===== src/rtl/alu_pkg.sv =====
// -----------------------------------------------------------------------------
// alu_pkg
// Shared definitions for the ALU issue stage: the 3-bit ALU command codes and
// the packed ALU output record that travels through the output FIFO.
// -----------------------------------------------------------------------------
package alu_pkg;

    localparam logic [2:0] CMD_ADD  = 3'b000;
    localparam logic [2:0] CMD_SUB  = 3'b001;
    localparam logic [2:0] CMD_XOR  = 3'b010;
    localparam logic [2:0] CMD_SLT  = 3'b011;
    localparam logic [2:0] CMD_AND  = 3'b100;
    localparam logic [2:0] CMD_NAND = 3'b101;
    localparam logic [2:0] CMD_NOR  = 3'b110;
    localparam logic [2:0] CMD_OR   = 3'b111;

    typedef struct packed {
        logic [31:0] result;
        logic        carryout;
        logic        zero;
        logic        overflow;
    } alu_out_t;

endpackage


===== src/rtl/alu_issue_stage_if.sv =====
// -----------------------------------------------------------------------------
// alu_issue_stage_if
// Operation input channel and result output channel of the ALU issue stage.
//   in_*  : operation from decode/operand fetch (in_valid/in_ready handshake)
//   out_* : FIFO head toward writeback      (out_valid/out_ready handshake)
// Handshake: a transfer happens on a rising edge where valid & ready are both 1.
// A source holding valid=1 keeps its payload stable until that transfer; ready
// never depends combinationally on valid.
// Modports: master = upstream/downstream environment, slave = the stage.
// -----------------------------------------------------------------------------
interface alu_issue_stage_if #(
    parameter int TAG_W = 4
);
    logic             in_valid;
    logic             in_ready;
    logic [31:0]      in_a;
    logic [31:0]      in_b;
    logic [2:0]       in_cmd;
    logic [TAG_W-1:0] in_tag;

    logic             out_valid;
    logic             out_ready;
    logic [31:0]      out_result;
    logic             out_carryout;
    logic             out_zero;
    logic             out_overflow;
    logic [TAG_W-1:0] out_tag;

    modport master (
        output in_valid, in_a, in_b, in_cmd, in_tag, out_ready,
        input  in_ready, out_valid, out_result, out_carryout, out_zero,
               out_overflow, out_tag
    );

    modport slave (
        input  in_valid, in_a, in_b, in_cmd, in_tag, out_ready,
        output in_ready, out_valid, out_result, out_carryout, out_zero,
               out_overflow, out_tag
    );
endinterface


===== src/rtl/alu.sv =====
// -----------------------------------------------------------------------------
// alu
// Combinational 32-bit ALU.
//   a, b : operands
//   cmd  : ADD, SUB, XOR, SLT (signed), AND, NAND, NOR, OR
//   y    : result plus carryout/zero/overflow; flags are 0 except for ADD/SUB
// -----------------------------------------------------------------------------
module alu
    import alu_pkg::*;
(
    input  logic [31:0] a,
    input  logic [31:0] b,
    input  logic [2:0]  cmd,
    output alu_out_t    y
);
    logic        do_sub;
    logic [31:0] b_eff;
    logic [32:0] sum;
    logic        ovf;

    always_comb begin
        // SUB and SLT share the adder in subtract mode (a + ~b + 1)
        do_sub = (cmd != CMD_ADD);
        b_eff  = do_sub ? ~b : b;
        sum    = {1'b0, a} + {1'b0, b_eff} + {32'd0, do_sub};
        ovf    = (a[31] == b_eff[31]) && (sum[31] != a[31]);

        y = '0;
        case (cmd)
            CMD_ADD, CMD_SUB: begin
                y.result   = sum[31:0];
                y.carryout = sum[32];
                y.zero     = (sum[31:0] == 32'd0);
                y.overflow = ovf;
            end
            // signed less-than: sign of the difference corrected by overflow
            CMD_SLT:  y.result = {31'd0, sum[31] ^ ovf};
            CMD_XOR:  y.result = a ^ b;
            CMD_AND:  y.result = a & b;
            CMD_NAND: y.result = ~(a & b);
            CMD_NOR:  y.result = ~(a | b);
            default:  y.result = a | b;
        endcase
    end
endmodule


===== src/rtl/alu_out_fifo.sv =====
// -----------------------------------------------------------------------------
// alu_out_fifo
// Synchronous FIFO of ENTRIES words with async active-high reset.
//   push/wdata : write at tail (ignored when full unless popping same cycle)
//   pop        : remove head (ignored when empty)
//   rdata      : head word; count/full/empty : occupancy
// Pointers wrap modulo ENTRIES, which need not be a power of two.
// -----------------------------------------------------------------------------
module alu_out_fifo #(
    parameter int ENTRIES = 2,
    parameter int W       = 39,
    parameter int CW      = $clog2(ENTRIES + 1)
) (
    input  logic          clk,
    input  logic          reset,
    input  logic          push,
    input  logic [W-1:0]  wdata,
    input  logic          pop,
    output logic [W-1:0]  rdata,
    output logic [CW-1:0] count,
    output logic          full,
    output logic          empty
);
    localparam int PW = (ENTRIES > 1) ? $clog2(ENTRIES) : 1;

    logic [W-1:0]  mem [ENTRIES];
    logic [PW-1:0] wr_ptr;
    logic [PW-1:0] rd_ptr;
    logic          wr_en;
    logic          rd_en;

    function automatic logic [PW-1:0] nxt(input logic [PW-1:0] p);
        return (p == PW'(ENTRIES - 1)) ? '0 : p + 1'b1;
    endfunction

    assign full  = (count == CW'(ENTRIES));
    assign empty = (count == '0);
    assign rd_en = pop & ~empty;
    // a full FIFO can still take a write when the head leaves the same cycle
    assign wr_en = push & (~full | rd_en);
    assign rdata = mem[rd_ptr];

    always_ff @(posedge clk or posedge reset) begin
        if (reset) begin
            wr_ptr <= '0;
            rd_ptr <= '0;
            count  <= '0;
            for (int i = 0; i < ENTRIES; i++) mem[i] <= '0;
        end else begin
            if (wr_en) begin
                mem[wr_ptr] <= wdata;
                wr_ptr      <= nxt(wr_ptr);
            end
            if (rd_en) rd_ptr <= nxt(rd_ptr);
            case ({wr_en, rd_en})
                2'b10:   count <= count + 1'b1;
                2'b01:   count <= count - 1'b1;
                default: count <= count;
            endcase
        end
    end
endmodule


===== src/rtl/alu_issue_stage.sv =====
// -----------------------------------------------------------------------------
// alu_issue_stage
// Registered issue stage for the 32-bit ALU. Accepted operations land in a
// stage-1 register, the ALU evaluates them combinationally, and result + flags
// + tag are written into an output FIFO of DEPTH-1 entries.
//   clk, reset : clock, async active-high reset (discards everything in flight)
//   io         : in_* operation channel, out_* result channel (slave side)
//   clr_sticky : synchronous clear of sticky_ovf (a same-cycle set wins)
//   sticky_ovf : latched when any overflowing result is written to the FIFO
//   op_count   : output handshakes, wrapping
//   busy       : stage 1 or FIFO holds an operation
// -----------------------------------------------------------------------------
module alu_issue_stage
    import alu_pkg::*;
#(
    parameter int DEPTH = 3,
    parameter int TAG_W = 4,
    parameter int CNT_W = 16
) (
    input  logic             clk,
    input  logic             reset,
    alu_issue_stage_if.slave io,
    input  logic             clr_sticky,
    output logic             sticky_ovf,
    output logic [CNT_W-1:0] op_count,
    output logic             busy
);
    localparam int ENTRIES = DEPTH - 1;
    localparam int CW      = $clog2(DEPTH);
    localparam int W       = $bits(alu_out_t) + TAG_W;

    logic             s1_valid;
    logic [31:0]      s1_a;
    logic [31:0]      s1_b;
    logic [2:0]       s1_cmd;
    logic [TAG_W-1:0] s1_tag;

    alu_out_t         alu_y;
    alu_out_t         head_y;
    logic [W-1:0]     fifo_rdata;
    logic [CW-1:0]    fifo_count;
    logic             fifo_full;
    logic             fifo_empty;
    logic [3:0]       occ;
    logic             accept;
    logic             push;
    logic             pop;

    // occupancy comes from registers only, so in_ready never sees out_ready
    assign occ         = 4'(fifo_count) + 4'(s1_valid);
    assign io.in_ready = (occ < 4'(DEPTH));
    assign accept      = io.in_valid & io.in_ready;
    assign pop         = io.out_valid & io.out_ready;
    // stage 1 waits only in the one state where the FIFO is full and not draining
    assign push        = s1_valid & (~fifo_full | pop);
    assign busy        = (occ != 4'd0);

    alu u_alu (
        .a   (s1_a),
        .b   (s1_b),
        .cmd (s1_cmd),
        .y   (alu_y)
    );

    alu_out_fifo #(
        .ENTRIES (ENTRIES),
        .W       (W),
        .CW      (CW)
    ) u_fifo (
        .clk   (clk),
        .reset (reset),
        .push  (push),
        .wdata ({alu_y, s1_tag}),
        .pop   (pop),
        .rdata (fifo_rdata),
        .count (fifo_count),
        .full  (fifo_full),
        .empty (fifo_empty)
    );

    assign {head_y, io.out_tag} = fifo_rdata;
    assign io.out_valid         = ~fifo_empty;
    assign io.out_result        = head_y.result;
    assign io.out_carryout      = head_y.carryout;
    assign io.out_zero          = head_y.zero;
    assign io.out_overflow      = head_y.overflow;

    always_ff @(posedge clk or posedge reset) begin
        if (reset) begin
            s1_valid   <= 1'b0;
            s1_a       <= '0;
            s1_b       <= '0;
            s1_cmd     <= '0;
            s1_tag     <= '0;
            sticky_ovf <= 1'b0;
            op_count   <= '0;
        end else begin
            if (accept) begin
                s1_valid <= 1'b1;
                s1_a     <= io.in_a;
                s1_b     <= io.in_b;
                s1_cmd   <= io.in_cmd;
                s1_tag   <= io.in_tag;
            end else if (push) begin
                s1_valid <= 1'b0;
            end

            if (push && alu_y.overflow) sticky_ovf <= 1'b1;
            else if (clr_sticky)        sticky_ovf <= 1'b0;

            if (pop) op_count <= op_count + 1'b1;
        end
    end
endmodule


===== src/flat_wrapper.sv =====
// flat-port wrapper written by rule: the top's interface ports become plain ports
module alu_issue_stage_flat import alu_pkg::*;
#(
    parameter int DEPTH = 3,
    parameter int TAG_W = 4,
    parameter int CNT_W = 16
)
  (clk, reset, clr_sticky, sticky_ovf, op_count, busy, io_in_valid, io_in_a, io_in_b, io_in_cmd, io_in_tag, io_out_ready, io_in_ready, io_out_valid, io_out_result, io_out_carryout, io_out_zero, io_out_overflow, io_out_tag);
  alu_issue_stage_if #(.TAG_W(TAG_W)) io_i ();
  input  logic clk;
  input  logic reset;
  input  logic clr_sticky;
  output logic sticky_ovf;
  output logic [CNT_W-1:0] op_count;
  output logic busy;
  input wire logic [$bits(io_i.in_valid)-1:0] io_in_valid;
  input wire logic [$bits(io_i.in_a)-1:0] io_in_a;
  input wire logic [$bits(io_i.in_b)-1:0] io_in_b;
  input wire logic [$bits(io_i.in_cmd)-1:0] io_in_cmd;
  input wire logic [$bits(io_i.in_tag)-1:0] io_in_tag;
  input wire logic [$bits(io_i.out_ready)-1:0] io_out_ready;
  output wire logic [$bits(io_i.in_ready)-1:0] io_in_ready;
  output wire logic [$bits(io_i.out_valid)-1:0] io_out_valid;
  output wire logic [$bits(io_i.out_result)-1:0] io_out_result;
  output wire logic [$bits(io_i.out_carryout)-1:0] io_out_carryout;
  output wire logic [$bits(io_i.out_zero)-1:0] io_out_zero;
  output wire logic [$bits(io_i.out_overflow)-1:0] io_out_overflow;
  output wire logic [$bits(io_i.out_tag)-1:0] io_out_tag;
  assign io_i.in_valid = io_in_valid;
  assign io_i.in_a = io_in_a;
  assign io_i.in_b = io_in_b;
  assign io_i.in_cmd = io_in_cmd;
  assign io_i.in_tag = io_in_tag;
  assign io_i.out_ready = io_out_ready;
  assign io_in_ready = io_i.in_ready;
  assign io_out_valid = io_i.out_valid;
  assign io_out_result = io_i.out_result;
  assign io_out_carryout = io_i.out_carryout;
  assign io_out_zero = io_i.out_zero;
  assign io_out_overflow = io_i.out_overflow;
  assign io_out_tag = io_i.out_tag;
  alu_issue_stage #(.DEPTH(DEPTH), .TAG_W(TAG_W), .CNT_W(CNT_W)) u_core (.clk(clk), .reset(reset), .io(io_i), .clr_sticky(clr_sticky), .sticky_ovf(sticky_ovf), .op_count(op_count), .busy(busy));
endmodule

===== config.mk =====
export PLATFORM = sky130hd
export DESIGN_NAME = alu_issue_stage_flat
export DESIGN_NICKNAME = d
export VERILOG_FILES = /design/src/rtl/alu_pkg.sv /design/src/rtl/alu_issue_stage_if.sv /design/src/rtl/alu.sv /design/src/rtl/alu_out_fifo.sv /design/src/rtl/alu_issue_stage.sv /design/src/flat_wrapper.sv
export SDC_FILE = /design/constraint.sdc
export NUM_CORES = 1
export LEC_CHECK = 0
export BUFFER_PORTS_ARGS = -buffer_cell sky130_fd_sc_hd__clkbuf_2
export CAP_MARGIN = 20
export CORE_MARGIN = 2
export CORE_UTILIZATION = 45
export DETAILED_ROUTE_END_ITERATION = 16
export GPL_TIMING_DRIVEN = 0
export HOLD_SLACK_MARGIN = 0.03
export MAX_ROUTING_LAYER = met4
export SETUP_SLACK_MARGIN = 0.3
export SYNTH_ARGS = -nofsm -noshare
export SYNTH_HDL_FRONTEND = slang
export SYNTH_HIERARCHICAL = 1
export SYNTH_SLANG_ARGS = --single-unit

===== constraint.sdc =====
create_clock -name clk -period 9.4 [get_ports clk]
set_input_delay 0.47 -clock clk [delete_from_list [all_inputs] [get_ports clk]]
set_output_delay 0.47 -clock clk [all_outputs]
set_load 0.005 [all_outputs]

Word-level counts from Yosys, hierarchy flattened:

Cells that the tools add are included.
Widths: inputs -> output; s select.

* flip-flop bits (word level): 171
* memories kept: 0
* bits in latches: 0
* output and inout bits: 59
* bits in read-only memories: 0
* memory bits (writable): 0

* $add $sub $neg: 8
* divide/modulo/power cells: 0
* reductions and logical operators: 12
* muxes and demuxes: 16
* $lt $le $gt $ge: 4
* bitwise logic cells: 18
* $mul: 0
* equality and inequality tests: 11
* shifts and indexed selects: 0

Operator list (count)
* $pmux 32 s6: 1
* $mux 39: 4
* $not 32->32: 3
* $bwmux 78: 1
* $demux 39 s1: 1
* $add 32x32->33: 1
* $add 33x1->33: 1
* $and 32x32->32: 1
* $logic_not 32->1: 1
* $mux 32: 1
* $or 32x32->32: 1
* $xor 32x32->32: 1
* $add 16x1->16 const B: 1
* $eq 3x3->1 const B: 3
* $eq 3x2->1 const B: 2
* $mux 1: 6
* $reduce_bool 2->1: 3
* $and 1x1->1: 5
* $eq 2x2->1 const B: 2
* $ge 2x2->1 const B: 2
* $lt 4x2->1 const B: 1
* $not 1->2: 2
* $pmux 2 s2: 1
* $reduce_bool 4->1: 1
* 18 further kinds: 23

Longest topological paths before layout:

Gate-level depths: netlist of the first run.

* depth in word-level cells: 9
* mapped depth: 18
* mapped depth without buffers: 15

By module:

The synthesis of the first run kept the hierarchy.

Modules (own cells, without submodules)
* alu: cells an instance 654, area each 4524.3 µm², times used 1, seq. area each 0.0 µm²
* alu_out_fifo: cells an instance 227, area each 3598.5 µm², times used 1, seq. area each 2052.0 µm²
* alu_issue_stage: cells an instance 225, area each 3470.8 µm², times used 1, seq. area each 2227.1 µm²

Least setup slack after synthesis of the first run:

OpenSTA, ideal clock, no wires.

* kind: register to register
* from: reg u_core.s1_cmd[1]
* to: reg u_core/u_fifo/mem[5] in the netlist's numbering
* required time: 9.336 ns
* slack: 5.072 ns
* stages on the path, launching flop included: 18
* setup time: 0.064 ns
* arrival: 4.264 ns
* period minus slack after synthesis: 4.328 ns
* cell sequence: dfrtp_1 > buf_6 > or3_1 > clkbuf_1 > buf_1 > xnor2_1 > ha_1 > a21o_1 > a211o_1 > o2111ai_1 > nand2_1 > xor2_1 > or4_1 > a2111oi_0 > and4b_1 > nand4_1 > nor4_2 > mux2_4

RTL lines
* start, declared: RTL line alu_issue_stage.sv:35 `logic [2:0] s1_cmd;`
* start signal, assigned: RTL line alu_issue_stage.sv:102 `s1_cmd <= io.in_cmd;`
* end signal, assigned by index: RTL line alu_out_fifo.sv:51 `mem[wr_ptr] <= wdata;`
* end, declared: RTL line alu_out_fifo.sv:26 `logic [W-1:0] mem [ENTRIES];`

==> results of run 1 <==
routing by layer:
layer  track usage [%]  wire length, um
met5                 -                0
met4              7.51              732
met3              2.76             1390
met2              40.0            15200
met1              31.8            14000
what timing repair did:
item | CTS | global route
gates resized for setup | 0 | 0
hold buffers | 1 | 0
setup endpoints to repair | 0 | 0
hold endpoints to repair | 16 | 0
cell usage in the layout, fill, tap and decap left out, drive strengths merged, types with 9 or more instances in the layout:
cell type	synthesis	final
nor2	32	32
clkbuf	27	178
dfrtp	171	171
nand2	98	98
ha	102	102
a222oi	27	27
nand3	12	12
a21oi	64	64
nor2b	34	34
nand4	11	11
o21ai	26	26
inv	76	84
xnor2	91	91
mux2	189	189
a21o	9	9
xor2	20	20
buf	28	30
path summary, 6_finish.rpt:
check                                                 from                                end  slack, ps  cells after the start
min                                             io_in_b[9]         u_core/s1_b[9]$_DFFE_PP0P_        260                      2
max in group asynchronous                            reset        u_core/s1_b[13]$_DFFE_PP0P_       8070                      4
max                           u_core/s1_cmd[2]$_DFFE_PP0P_   u_core/u_fifo/mem[5]$_DFFE_PP0P_       3750                     17
min reg2reg                u_core/op_count[15]$_DFFE_PP0P_    u_core/op_count[15]$_DFFE_PP0P_        470                      1
max reg2reg                   u_core/s1_cmd[2]$_DFFE_PP0P_   u_core/u_fifo/mem[5]$_DFFE_PP0P_       3750                     17
min in group asynchronous                            reset  u_core/u_fifo/mem[69]$_DFFE_PP0P_        550                      3
kinds of logic (layout without fill, tap and decap cells):
kind of cell               after synthesis  after routing
AOI/OAI and AO/OA                      166            166
muxes                                  194            194
and+or+nand+nor                        230            230
DFF                                    171            171
buffers and inverters                  131            299
xor gates and xnor gates               111            111
adders and majority gates              103            103
layout make-up:
| cell class | instances | area share, % |
|---|---|---|
| multi-input cells | 804 | 50.9 |
| flip-flops and latches | 171 | 32.1 |
| repair buffers | 137 | 5.52 |
| clock buffers | 17 | 3.19 |
| well taps | 330 | 3.10 |
| inverters | 76 | 2.18 |
| plain buffers | 55 | 1.89 |
| clock inverters | 14 | 1.12 |
registers in the layout, summed over array words and instances, names as in the netlist:
signal                count
u_core/s1_b              32
u_core/sticky_ovf         1
u_core/s1_cmd             3
u_core/u_fifo/wr_ptr      1
u_core/s1_tag             4
u_core/u_fifo/count       2
u_core/u_fifo/rd_ptr      1
u_core/op_count          16
u_core/s1_a              32
u_core/u_fifo/mem        78
u_core/s1_valid           1
through the flow:
step                      util (%)  setup slack [ps]  area (um^2)  hold slack (ps)
final                         52.7              3750        13300              263
after global placement        50.2              3800        12700              460
after global routing          52.7              3460        13300              251
after CTS                     52.7              3750        13300              250
after detailed placement      50.4              3780        12700              460
after floorplan                  -              5070        11600              454
==> reports/metrics.csv, run 1 <==
metric;value;unit
number of buffers and inverters on the critical path;3;
synth cell count leaders;171 x sky130_fd_sc_hd__dfrtp_1, 169 x sky130_fd_sc_hd__mux2_2, 102 x sky130_fd_sc_hd__ha_1;
cells along the critical path;buf_2 -> or3_1 -> clkbuf_1 -> buf_1 -> xnor2_1 -> ha_1 -> nor2b_1 -> o311a_1 -> o2111ai_1 -> nand2_1 -> xor2_1 -> or4_1 -> a2111oi_0 -> and4b_1 -> nand4_1 -> nor4_2 -> mux2_4;
required time reported for the critical path endpoint;9780;ps
final hold violations;0;
drt wl/cell;19.5;um
share of async-settable or async-resettable flops after synthesis;100;%
latest clock arrival within the worst-skew pair;430;ps
remaining max-slew budget at the tightest pin;26.2;%
run status;completed;
pin slew with the least headroom to its limit;1110;ps
post-synthesis compound-gate area fraction;9.72;%
worst min-delay path class;in -> reg;
number of maximum-capacitance constraint violations;0;
number of port buffers;134;
cell with the most instances after synthesis;sky130_fd_sc_hd__dfrtp_1;
pin count of the biggest net entering global routing;67;
overall die area;27100;um^2
DIE WIDTH;165;um
count of placed standard cells including taps;1572;
wire length of the first global-routing pass;48500;um
number of antenna violations at the first check in global routing;0;
post-route DRC violation count;0;
number of post-CTS setup repair buffers;0;
area of the multi-input gates;6780;um^2
Initial Util;45.9;%
vertical die dimension;165;um
filler-free cell count of the finished design;1604;
vias per cell;5.49;
total global routing overflow;0;
total routed wirelength;31300;um
mapped cell area;11600;um^2
total global-route track usage;24.3;%
worst setup path category;reg -> reg;
Sink Count;171;
portion of the clock cycle consumed by the worst path in the final layout;60.1;%
GPL Wtd Cong;0.983;
net count of the finished layout;1441;
setup repair after global routing missed its margin;false;
Area growth, synth to finish;14.9;%
TritonCTS clock tree;done;
endpoint class of the critical path;flip-flop;
Setup Skew;14.3;ps
Yosys warning count;6;
total clock buffers created by CTS;17;
Cells after Synth;1106;
combinational family with the most area after synthesis;multiplexers;
area used by sequential logic in the layout;4280;um^2
final setup vio count;0;
slowest stage delay, CP;720;ps
sum of negative setup slack;0;ps
Clock Tree Buf Depth;2;
vias in the first global route;8586;
data arrival at the endpoint of the critical path;6020;ps
dominant synthesized flop cell;sky130_fd_sc_hd__dfrtp_1;
synthesized area per cell;10.5;um^2
flops & latches, synth;171;
top-level I/O count;135;
maximum level of the CTS H-tree;4;
XOR/XNOR Fraction of Synth Area;8.39;%
detailed placement HPWL;23500;um
shortest period the worst path allows;5650;ps
cell chosen for the clock root;sky130_fd_sc_hd__clkbuf_16;
DRC violation total after the first TritonRoute iteration;771;
count of distinct cell types in the synthesized netlist;68;
crit path max-delay cell type;sky130_fd_sc_hd__buf_1;
Post-Synth Simple-Gate Area;10.1;%
maximum clock rate;177;MHz
# diodes;0;
share of final-layout standard cells stronger than drive strength 1;29.9;%
register clock-pin slew on the reported worst setup and hold paths;80;ps
final max-slew violation count;0;
Synth area leaders;sky130_fd_sc_hd__dfrtp_1 37%, sky130_fd_sc_hd__mux2_2 16%, sky130_fd_sc_hd__ha_1 11%, sky130_fd_sc_hd__xnor2_1 6.9%, sky130_fd_sc_hd__nand2_1 3.2%;
drt first pass iters;6;
post-synthesis sequential area ratio;36.9;%
# rows;58;
count of nets left with antenna violations after detail routing;0;
routed via count;8798;
adder and majority cell fraction of the synthesized area;11.2;%
kind of cell adding the most delay to the critical path;simple AND/OR/NAND/NOR gates;
multiplexer area fraction after synthesis;19.1;%
area share of the leading cell type in the synthesized netlist;36.9;%
CORE AREA;25300;um^2
number of flops mapped to enable cells by yosys;0;
Critical Path Fanout Max;10;
CP startpoint kind;flip-flop;
Synth Net Count;1285;
FILL cells;2372;
cell type contributing the most total cell area after synthesis;sky130_fd_sc_hd__dfrtp_1;
Power of run 1 is left out: the tool's default activity adds up to more than one toggle a clock period on the data nets, which glitch-free logic cannot reach.
==> run 2: changes to the inputs <==
==> constraint.sdc (replaced) <==
create_clock -name clk -period 5.4 [get_ports clk]
set_input_delay 0.27 -clock clk [delete_from_list [all_inputs] [get_ports clk]]
set_output_delay 0.27 -clock clk [all_outputs]
set_load 0.005 [all_outputs]
==> run 2 against run 1 <==
Effect of this change:
- global-route usage about the same
- critical endpoint is now u_core/u_fifo/mem[77]$_DFFE_PP0P_
- clock-buffer cell count unchanged
- via count rose by 0.17%
- critical path type unchanged
- largest cell class unchanged
==> reports/metrics.csv, run 2 (synthesis gave the netlist of run 1 again) <==
metric;value;unit;change
Sink Count;171;;unchanged
count of nets left with antenna violations after detail routing;0;;unchanged
number of cells on the worst hold path;2;;unchanged
CP startpoint kind;flip-flop;;unchanged
drt first pass iters;6;;unchanged
crit path max-delay cell type;sky130_fd_sc_hd__o41a_1;;was sky130_fd_sc_hd__buf_1
final hold violations;0;;unchanged
cell type with the highest occurrence count on the critical path;sky130_fd_sc_hd__a21oi_1;;
worst reg2reg endpoint;u_core/u_fifo/mem[77]$_DFFE_PP0P_;;was u_core/u_fifo/mem[5]$_DFFE_PP0P_
vias per cell;5.49;;about the same
number of maximum-capacitance constraint violations;0;;unchanged
detailed placement HPWL;23500;um;unchanged
top-level I/O count;135;;unchanged
maximum clock rate;209;MHz;was 177 MHz
pre-CTS setup slack;-220;ps;was 3780 ps
net count of the finished layout;1441;;unchanged
number of post-CTS setup repair buffers;0;;unchanged
R2R cell count;17;;unchanged
# rows;58;;unchanged
Critical Path Fanout Max;10;;unchanged
GPL Wtd Cong;0.983;;unchanged
setup repair after global routing missed its margin;false;;unchanged
TritonCTS clock tree;done;;unchanged
Clock Tree Buf Depth;2;;unchanged
slowest stage delay, CP;480;ps;was 720 ps
launch instance of the worst min-delay path;io_in_b[9];;unchanged
total routed wirelength;31300;um;about the same
FILL cells;2370;;was 2,372
latest clock arrival within the worst-skew pair;430;ps;about the same
worst min-delay path class;in -> reg;;unchanged
total global routing overflow;0;;unchanged
number of port buffers;134;;unchanged
endpoint of the worst hold path;u_core/s1_b[9]$_DFFE_PP0P_;;unchanged
smallest setup slack after layout;605;ps;was 3750 ps
post-route met1 wirelength;13800;um;was 14,000 um
maximum level of the CTS H-tree;4;;unchanged
shortest period the worst path allows;4800;ps;was 5650 ps
portion of the clock cycle consumed by the worst path in the final layout;88.8;%;was 60.1%
CORE AREA;25300;um^2;unchanged
count of placed standard cells including taps;1572;;unchanged
Worst Hold Slack;63.7;ps;was 263 ps
register clock-pin slew on the reported worst setup and hold paths;80;ps;about the same
remaining max-slew budget at the tightest pin;27.0;%;was 26.2%
most frequent cells in the layout;171 x sky130_fd_sc_hd__dfrtp_1, 169 x sky130_fd_sc_hd__mux2_2, 135 x sky130_fd_sc_hd__clkbuf_2;;was 171 x sky130_fd_sc_hd__dfrtp_1, 169 x sky130_fd_sc_hd__mux2_2, 134 x sky130_fd_sc_hd__clkbuf_2
commonest non-fill, non-tap cell in the layout;sky130_fd_sc_hd__dfrtp_1;;unchanged
vias in the first global route;8600;;was 8,586
Initial Util;45.9;%;unchanged
pin count of the biggest net entering global routing;67;;unchanged
run status;completed;;unchanged
# diodes;0;;unchanged
Max Used Layer;met4;;unchanged
share of final-layout standard cells stronger than drive strength 1;30.5;%;was 29.9%
endpoint class of the critical path;flip-flop;;unchanged
minimum setup slack among reg-to-reg paths;600;ps;was 3750 ps
cells along the critical path;buf_6 -> or3_1 -> clkbuf_1 -> buf_4 -> xnor2_1 -> ha_1 -> clkbuf_1 -> a21oi_1 -> and3_1 -> a21o_2 -> o31ai_2 -> a21oi_1 -> o41a_1 -> xnor2_1 -> a222oi_1 -> a21oi_1 -> mux2_1;;was buf_2 -> or3_1 -> clkbuf_1 -> buf_1 -> xnor2_1 -> ha_1 -> nor2b_1 -> o311a_1 -> o2111ai_1 -> nand2_1 -> xor2_1 -> or4_1 -> a2111oi_0 -> and4b_1 -> nand4_1 -> nor4_2 -> mux2_4
final setup vio count;0;;unchanged
routed via count;8813;;was 8,798
required time reported for the critical path endpoint;5720;ps;was 9780 ps
number of antenna violations at the first check in global routing;0;;unchanged
Area growth, synth to finish;15.3;%;was 14.9%
post-route DRC violation count;0;;unchanged
total global-route track usage;24.4;%;was 24.3%
biggest registers after layout;u_core/u_fifo/mem (78), u_core/s1_a (32), u_core/s1_b (32);;unchanged
final max-slew violation count;0;;unchanged
RR Startpoint;u_core/s1_cmd[1]$_DFFE_PP0P_;;was u_core/s1_cmd[2]$_DFFE_PP0P_
DRC violation total after the first TritonRoute iteration;789;;was 771
number of flip-flops in the largest register;78;;unchanged
WL met3;1550;um;was 1390 um
data arrival at the endpoint of the critical path;5120;ps;was 6020 ps
total clock buffers created by CTS;17;;unchanged
worst setup path category;reg -> reg;;unchanged
vertical die dimension;165;um;unchanged
wire length of the first global-routing pass;48500;um;about the same
routed wire length on met2;15100;um;was 15,200 um
sum of negative setup slack;0;ps;unchanged
pin slew with the least headroom to its limit;1100;ps;was 1110 ps
filler-free cell count of the finished design;1604;;unchanged
Most flops, register;u_core/u_fifo/mem;;unchanged
overall die area;27100;um^2;unchanged
cell chosen for the clock root;sky130_fd_sc_hd__clkbuf_16;;unchanged
Setup Skew;14.4;ps;was 14.3 ps
DIE WIDTH;165;um;unchanged
drt wl/cell;19.5;um;about the same
==> run 2: cell type report <==
type	count	area [um^2]	area share, %
plain buffers	55	260	1.95
clock buffers	17	425	3.18
clock inverters	14	149	1.11
inverters	76	290	2.17
multi-input cells	804	6820	51.0
flip-flops and latches	171	4280	32.0
well taps	330	413	3.09
repair buffers	137	736	5.50
==> run 2: worst max-delay path, delay by kind of cell (launching register included) <==
family / cells / cell delay [ps]
flops: 1 / 430
fa+ha+maj: 1 / 270
xor+xnor: 2 / 340
compound gates: 7 / 1930
simple gates: 2 / 540
mux: 1 / 330
buf+inv: 4 / 840
==> run 2: what timing repair did <==
| action | in CTS | in global routing |
|---|---|---|
| cloned | 0 | 0 |
| endpoints found under the hold margin | 57 | 0 |
| hold buffers | 1 | 0 |
| gates resized for setup | 8 | 10 |
| endpoints found under the setup margin | 4 | 7 |
| pin swaps | 1 | 2 |
==> run 2: metrics by stage <==
| step | utilization, % | area [um^2] |
|---|---|---|
| after CTS | 52.8 | 13300 |
| after floorplan | - | 11600 |
| after global placement | 50.2 | 12700 |
| final | 53.0 | 13400 |
| after global routing | 53.0 | 13400 |
| after detailed placement | 50.4 | 12700 |
==> run 2: how the worst max path moves through the flow <==
stage	startpoint	to	cells after the start
2_1_floorplan	u_core/s1_cmd[1]$_DFFE_PP0P_	u_core/u_fifo/mem[5]$_DFFE_PP0P_	17
3_5_place_dp	u_core/s1_cmd[2]$_DFFE_PP0P_	u_core/u_fifo/mem[5]$_DFFE_PP0P_	17
4_1_cts	u_core/s1_cmd[1]$_DFFE_PP0P_	u_core/u_fifo/mem[44]$_DFFE_PP0P_	17
5_1_grt	u_core/s1_cmd[1]$_DFFE_PP0P_	u_core/u_fifo/mem[77]$_DFFE_PP0P_	18
3_3_place_gp	u_core/s1_cmd[2]$_DFFE_PP0P_	u_core/u_fifo/mem[5]$_DFFE_PP0P_	17
6_report	u_core/s1_cmd[1]$_DFFE_PP0P_	u_core/u_fifo/mem[77]$_DFFE_PP0P_	17
==> run 2: metal layers <==
metal / vias to the layer above / track usage (%)
met3: 36 / 2.94
met5: - / -
met2: 242 / 39.9
li1: 4189 / -
met1: 4346 / 31.7
met4: 0 / 7.79
Power of run 2 is left out for the same reason.
==> run 3: changes to the inputs <==
--- a/config.mk
+++ b/config.mk
@@ -16,5 +16,4 @@
 export SETUP_SLACK_MARGIN = 0.3
 export SYNTH_ARGS = -nofsm -noshare
 export SYNTH_HDL_FRONTEND = slang
-export SYNTH_HIERARCHICAL = 1
 export SYNTH_SLANG_ARGS = --single-unit
==> run 3 against run 2 <==
Effect of this change:
- clock-buffer cell count is the same
- hold slack lost 15 ps
- register-to-register slack lost 150 ps
- critical path depth shrank 1
- sequential share of layout area shrank 0.60 points
- worst setup slack lost 150 ps
- clock skew is essentially flat
- largest cell class unchanged
- highest routed layer unchanged
==> reports/metrics.csv, run 3 <==
metric;value;unit;change
run status;completed;;unchanged
share of final-layout standard cells stronger than drive strength 1;27.5;%;was 30.5%
share of async-settable or async-resettable flops after synthesis;100;%;unchanged
CP startpoint kind;flip-flop;;unchanged
synthesized area per cell;9.83;um^2;was 10.5 um^2
wire length of the first global-routing pass;53000;um;was 48,500 um
total global routing overflow;0;;unchanged
sum of negative setup slack;0;ps;unchanged
post-route DRC violation count;0;;unchanged
net count of the finished layout;1530;;was 1,441
CORE AREA;25800;um^2;was 25,300 um^2
DRC violation total after the first TritonRoute iteration;765;;was 789
overall die area;27300;um^2;was 27,100 um^2
Clock Tree Buf Depth;2;;unchanged
DIE WIDTH;165;um;about the same
kind of cell adding the most delay to the critical path;compound AO/OA/AOI/OAI gates;;unchanged
pin slew with the least headroom to its limit;1190;ps;was 1100 ps
drt first pass iters;5;;was 6
register clock-pin slew on the reported worst setup and hold paths;80;ps;about the same
crit path max-delay cell type;sky130_fd_sc_hd__fa_1;;was sky130_fd_sc_hd__o41a_1
total clock buffers created by CTS;17;;unchanged
required time reported for the critical path endpoint;5790;ps;was 5720 ps
vertical die dimension;165;um;about the same
flops & latches, synth;171;;unchanged
number of buffers and inverters on the critical path;4;;unchanged
latest clock arrival within the worst-skew pair;450;ps;was 430 ps
cell chosen for the clock root;sky130_fd_sc_hd__clkbuf_16;;unchanged
Synth area leaders;sky130_fd_sc_hd__dfrtp_1 37%, sky130_fd_sc_hd__mux2_2 15%, sky130_fd_sc_hd__ha_1 11%, sky130_fd_sc_hd__xnor2_1 4.7%, sky130_fd_sc_hd__nand2_1 4.2%;;was sky130_fd_sc_hd__dfrtp_1 37%, sky130_fd_sc_hd__mux2_2 16%, sky130_fd_sc_hd__ha_1 11%, sky130_fd_sc_hd__xnor2_1 6.9%, sky130_fd_sc_hd__nand2_1 3.2%
Setup Skew;14.4;ps;about the same
worst setup path category;reg -> reg;;unchanged
Area growth, synth to finish;16.4;%;was 15.3%
portion of the clock cycle consumed by the worst path in the final layout;91.5;%;was 88.8%
# diodes;0;;unchanged
TritonCTS clock tree;done;;unchanged
pin count of the biggest net entering global routing;115;;was 67
area of placed instances;12800;um^2;was 12,700 um^2
total routed wirelength;34700;um;was 31,300 um
count of distinct cell types in the synthesized netlist;67;;was 68
area of the multi-input gates;6950;um^2;was 6820 um^2
Cells after Synth;1191;;was 1,106
synth cell count leaders;171 x sky130_fd_sc_hd__dfrtp_1, 159 x sky130_fd_sc_hd__mux2_2, 130 x sky130_fd_sc_hd__nand2_1;;was 171 x sky130_fd_sc_hd__dfrtp_1, 169 x sky130_fd_sc_hd__mux2_2, 102 x sky130_fd_sc_hd__ha_1
GPL Wtd Cong;0.955;;was 0.983
Sink Count;171;;unchanged
biggest registers after layout;u_core.u_fifo.mem (78), u_core.s1_a (32), u_core.s1_b (32);;was u_core/u_fifo/mem (78), u_core/s1_a (32), u_core/s1_b (32)
count of nets left with antenna violations after detail routing;0;;unchanged
maximum level of the CTS H-tree;4;;unchanged
number of antenna violations at the first check in global routing;0;;unchanged
commonest non-fill, non-tap cell in the layout;sky130_fd_sc_hd__dfrtp_1;;unchanged
vias in the first global route;9200;;was 8,600
setup repair after global routing missed its margin;false;;unchanged
area share of the leading cell type in the synthesized netlist;36.6;%;was 36.9%
final max-slew violation count;0;;unchanged
total global-route track usage;26.6;%;was 24.4%
Layout Cell Area excl Fill;13600;um^2;was 13,400 um^2
top-level I/O count;135;;unchanged
post-synthesis sequential area ratio;36.6;%;was 36.9%
number of flip-flops in the largest register;78;;unchanged
area used by sequential logic in the layout;4280;um^2;unchanged
final hold violations;0;;unchanged
detailed placement HPWL;26100;um;was 23,500 um
mapped cell area;11700;um^2;was 11,600 um^2
cells along the critical path;clkbuf_2 -> clkbuf_4 -> buf_2 -> nor3_4 -> buf_8 -> xnor2_1 -> fa_1 -> a211oi_4 -> o211ai_1 -> a31oi_2 -> o211ai_1 -> a31oi_1 -> xnor2_1 -> a221oi_1 -> a21oi_1 -> mux2_2;;was buf_6 -> or3_1 -> clkbuf_1 -> buf_4 -> xnor2_1 -> ha_1 -> clkbuf_1 -> a21oi_1 -> and3_1 -> a21o_2 -> o31ai_2 -> a21oi_1 -> o41a_1 -> xnor2_1 -> a222oi_1 -> a21oi_1 -> mux2_1
slowest stage delay, CP;500;ps;was 480 ps
shortest period the worst path allows;4940;ps;was 4800 ps
Synth Net Count;1369;;was 1,285
Yosys warning count;0;;was 6
most frequent cells in the layout;171 x sky130_fd_sc_hd__dfrtp_1, 159 x sky130_fd_sc_hd__mux2_2, 136 x sky130_fd_sc_hd__clkbuf_2;;was 171 x sky130_fd_sc_hd__dfrtp_1, 169 x sky130_fd_sc_hd__mux2_2, 135 x sky130_fd_sc_hd__clkbuf_2
FILL cells;2373;;was 2,370
# rows;59;;was 58
final setup vio count;0;;unchanged
Initial Util;45.4;%;was 45.9%
routed via count;9618;;was 8,813
Most flops, register;u_core.u_fifo.mem;;was u_core/u_fifo/mem
number of flops mapped to enable cells by yosys;0;;unchanged
worst min-delay path class;in -> reg;;unchanged
number of port buffers;134;;unchanged
dominant synthesized flop cell;sky130_fd_sc_hd__dfrtp_1;;unchanged
drt wl/cell;20.4;um;was 19.5 um
data arrival at the endpoint of the critical path;5330;ps;was 5120 ps
cell with the most instances after synthesis;sky130_fd_sc_hd__dfrtp_1;;unchanged
cell type contributing the most total cell area after synthesis;sky130_fd_sc_hd__dfrtp_1;;unchanged
remaining max-slew budget at the tightest pin;20.1;%;was 27.0%
maximum clock rate;202;MHz;was 209 MHz
Critical Path Fanout Max;10;;unchanged
endpoint class of the critical path;flip-flop;;unchanged
vias per cell;5.66;;was 5.49
number of maximum-capacitance constraint violations;0;;unchanged
-- run 3: changes by cell type in the layout (fill, tap and decap cells not counted), sizes merged, moves of 9 or more --
cell / previous run / this run
a21oi: 64 / 90
a221oi: 3 / 21
a222oi: 27 / 5
clkbuf: 179 / 198
mux2: 189 / 159
mux2i: 5 / 31
nand2: 98 / 130
nor2: 32 / 41
nor2b: 34 / 3
o21ai: 26 / 64
xnor2: 91 / 63
-- run 3: layout make-up --
| cell class | count | area share (%) |
|---|---|---|
| multi-input combinational | 874 | 51.0 |
| buffer | 64 | 2.15 |
| tap | 335 | 3.08 |
| timing repair buffer | 142 | 5.64 |
| clock inverter | 15 | 1.27 |
| sequential | 171 | 31.4 |
| inverter | 82 | 2.31 |
| clock buffer | 17 | 3.12 |
-- run 3: metrics by stage --
step	hold WS (ps)	utilization (%)	setup WS (ps)	instances
detailed placement	326	49.8	-1220	1661
global route	40.3	52.9	289	1700
global placement	451	49.7	-1540	1660
CTS	41.1	52.5	306	1695
finish	48.4	52.9	458	1700
floorplan	360	-	498	1191
-- run 3: worst paths after layout --
| kind | cells past startpoint | startpoint | slack [ps] | to |
|---|---|---|---|---|
| hold reg to reg | 1 | u_core.op_count[15]$_DFFE_PP0P_ | 470 | u_core.op_count[15]$_DFFE_PP0P_ |
| hold / removal | 2 | io_in_a[16] | 50 | u_core.s1_a[16]$_DFFE_PP0P_ |
| setup / recovery | 16 | u_core.s1_cmd[0]$_DFFE_PP0P_ | 460 | u_core.u_fifo.mem[74]$_DFFE_PP0P_ |
| min in group asynchronous | 3 | reset | 390 | u_core.op_count[14]$_DFFE_PP0P_ |
| setup reg to reg | 16 | u_core.s1_cmd[0]$_DFFE_PP0P_ | 460 | u_core.u_fifo.mem[74]$_DFFE_PP0P_ |
| max in group asynchronous | 4 | reset | 4080 | u_core.s1_b[26]$_DFFE_PP0P_ |
-- run 3: routing by layer --
layer | vias to the layer above | track usage, % | wire length (um)
met5 | - | - | 0
met4 | 0 | 7.43 | 709
met3 | 47 | 4.72 | 1940
met2 | 296 | 41.4 | 16000
met1 | 4742 | 35.7 | 16000
li1 | 4533 | - | -
-- run 3: kinds of logic after synthesis --
| logic type | share of synthesized area, % |
|---|---|
| compound gates | 13.8 |
| simple gates | 9.78 |
| mux | 18.0 |
| flops | 36.6 |
| buf+inv | 4.81 |
| fa+ha+maj | 11.0 |
| xor+xnor | 6.14 |
-- run 3: what timing repair did --
action | in CTS | in global routing
gates cloned | 0 | 0
pin swaps | 0 | 5
resized for setup | 21 | 17
hold buffers | 2 | 0
setup endpoints to repair | 63 | 21
buffers inserted | 0 | 5
hold endpoints to repair | 58 | 0
Power of run 3 is left out for the same reason.
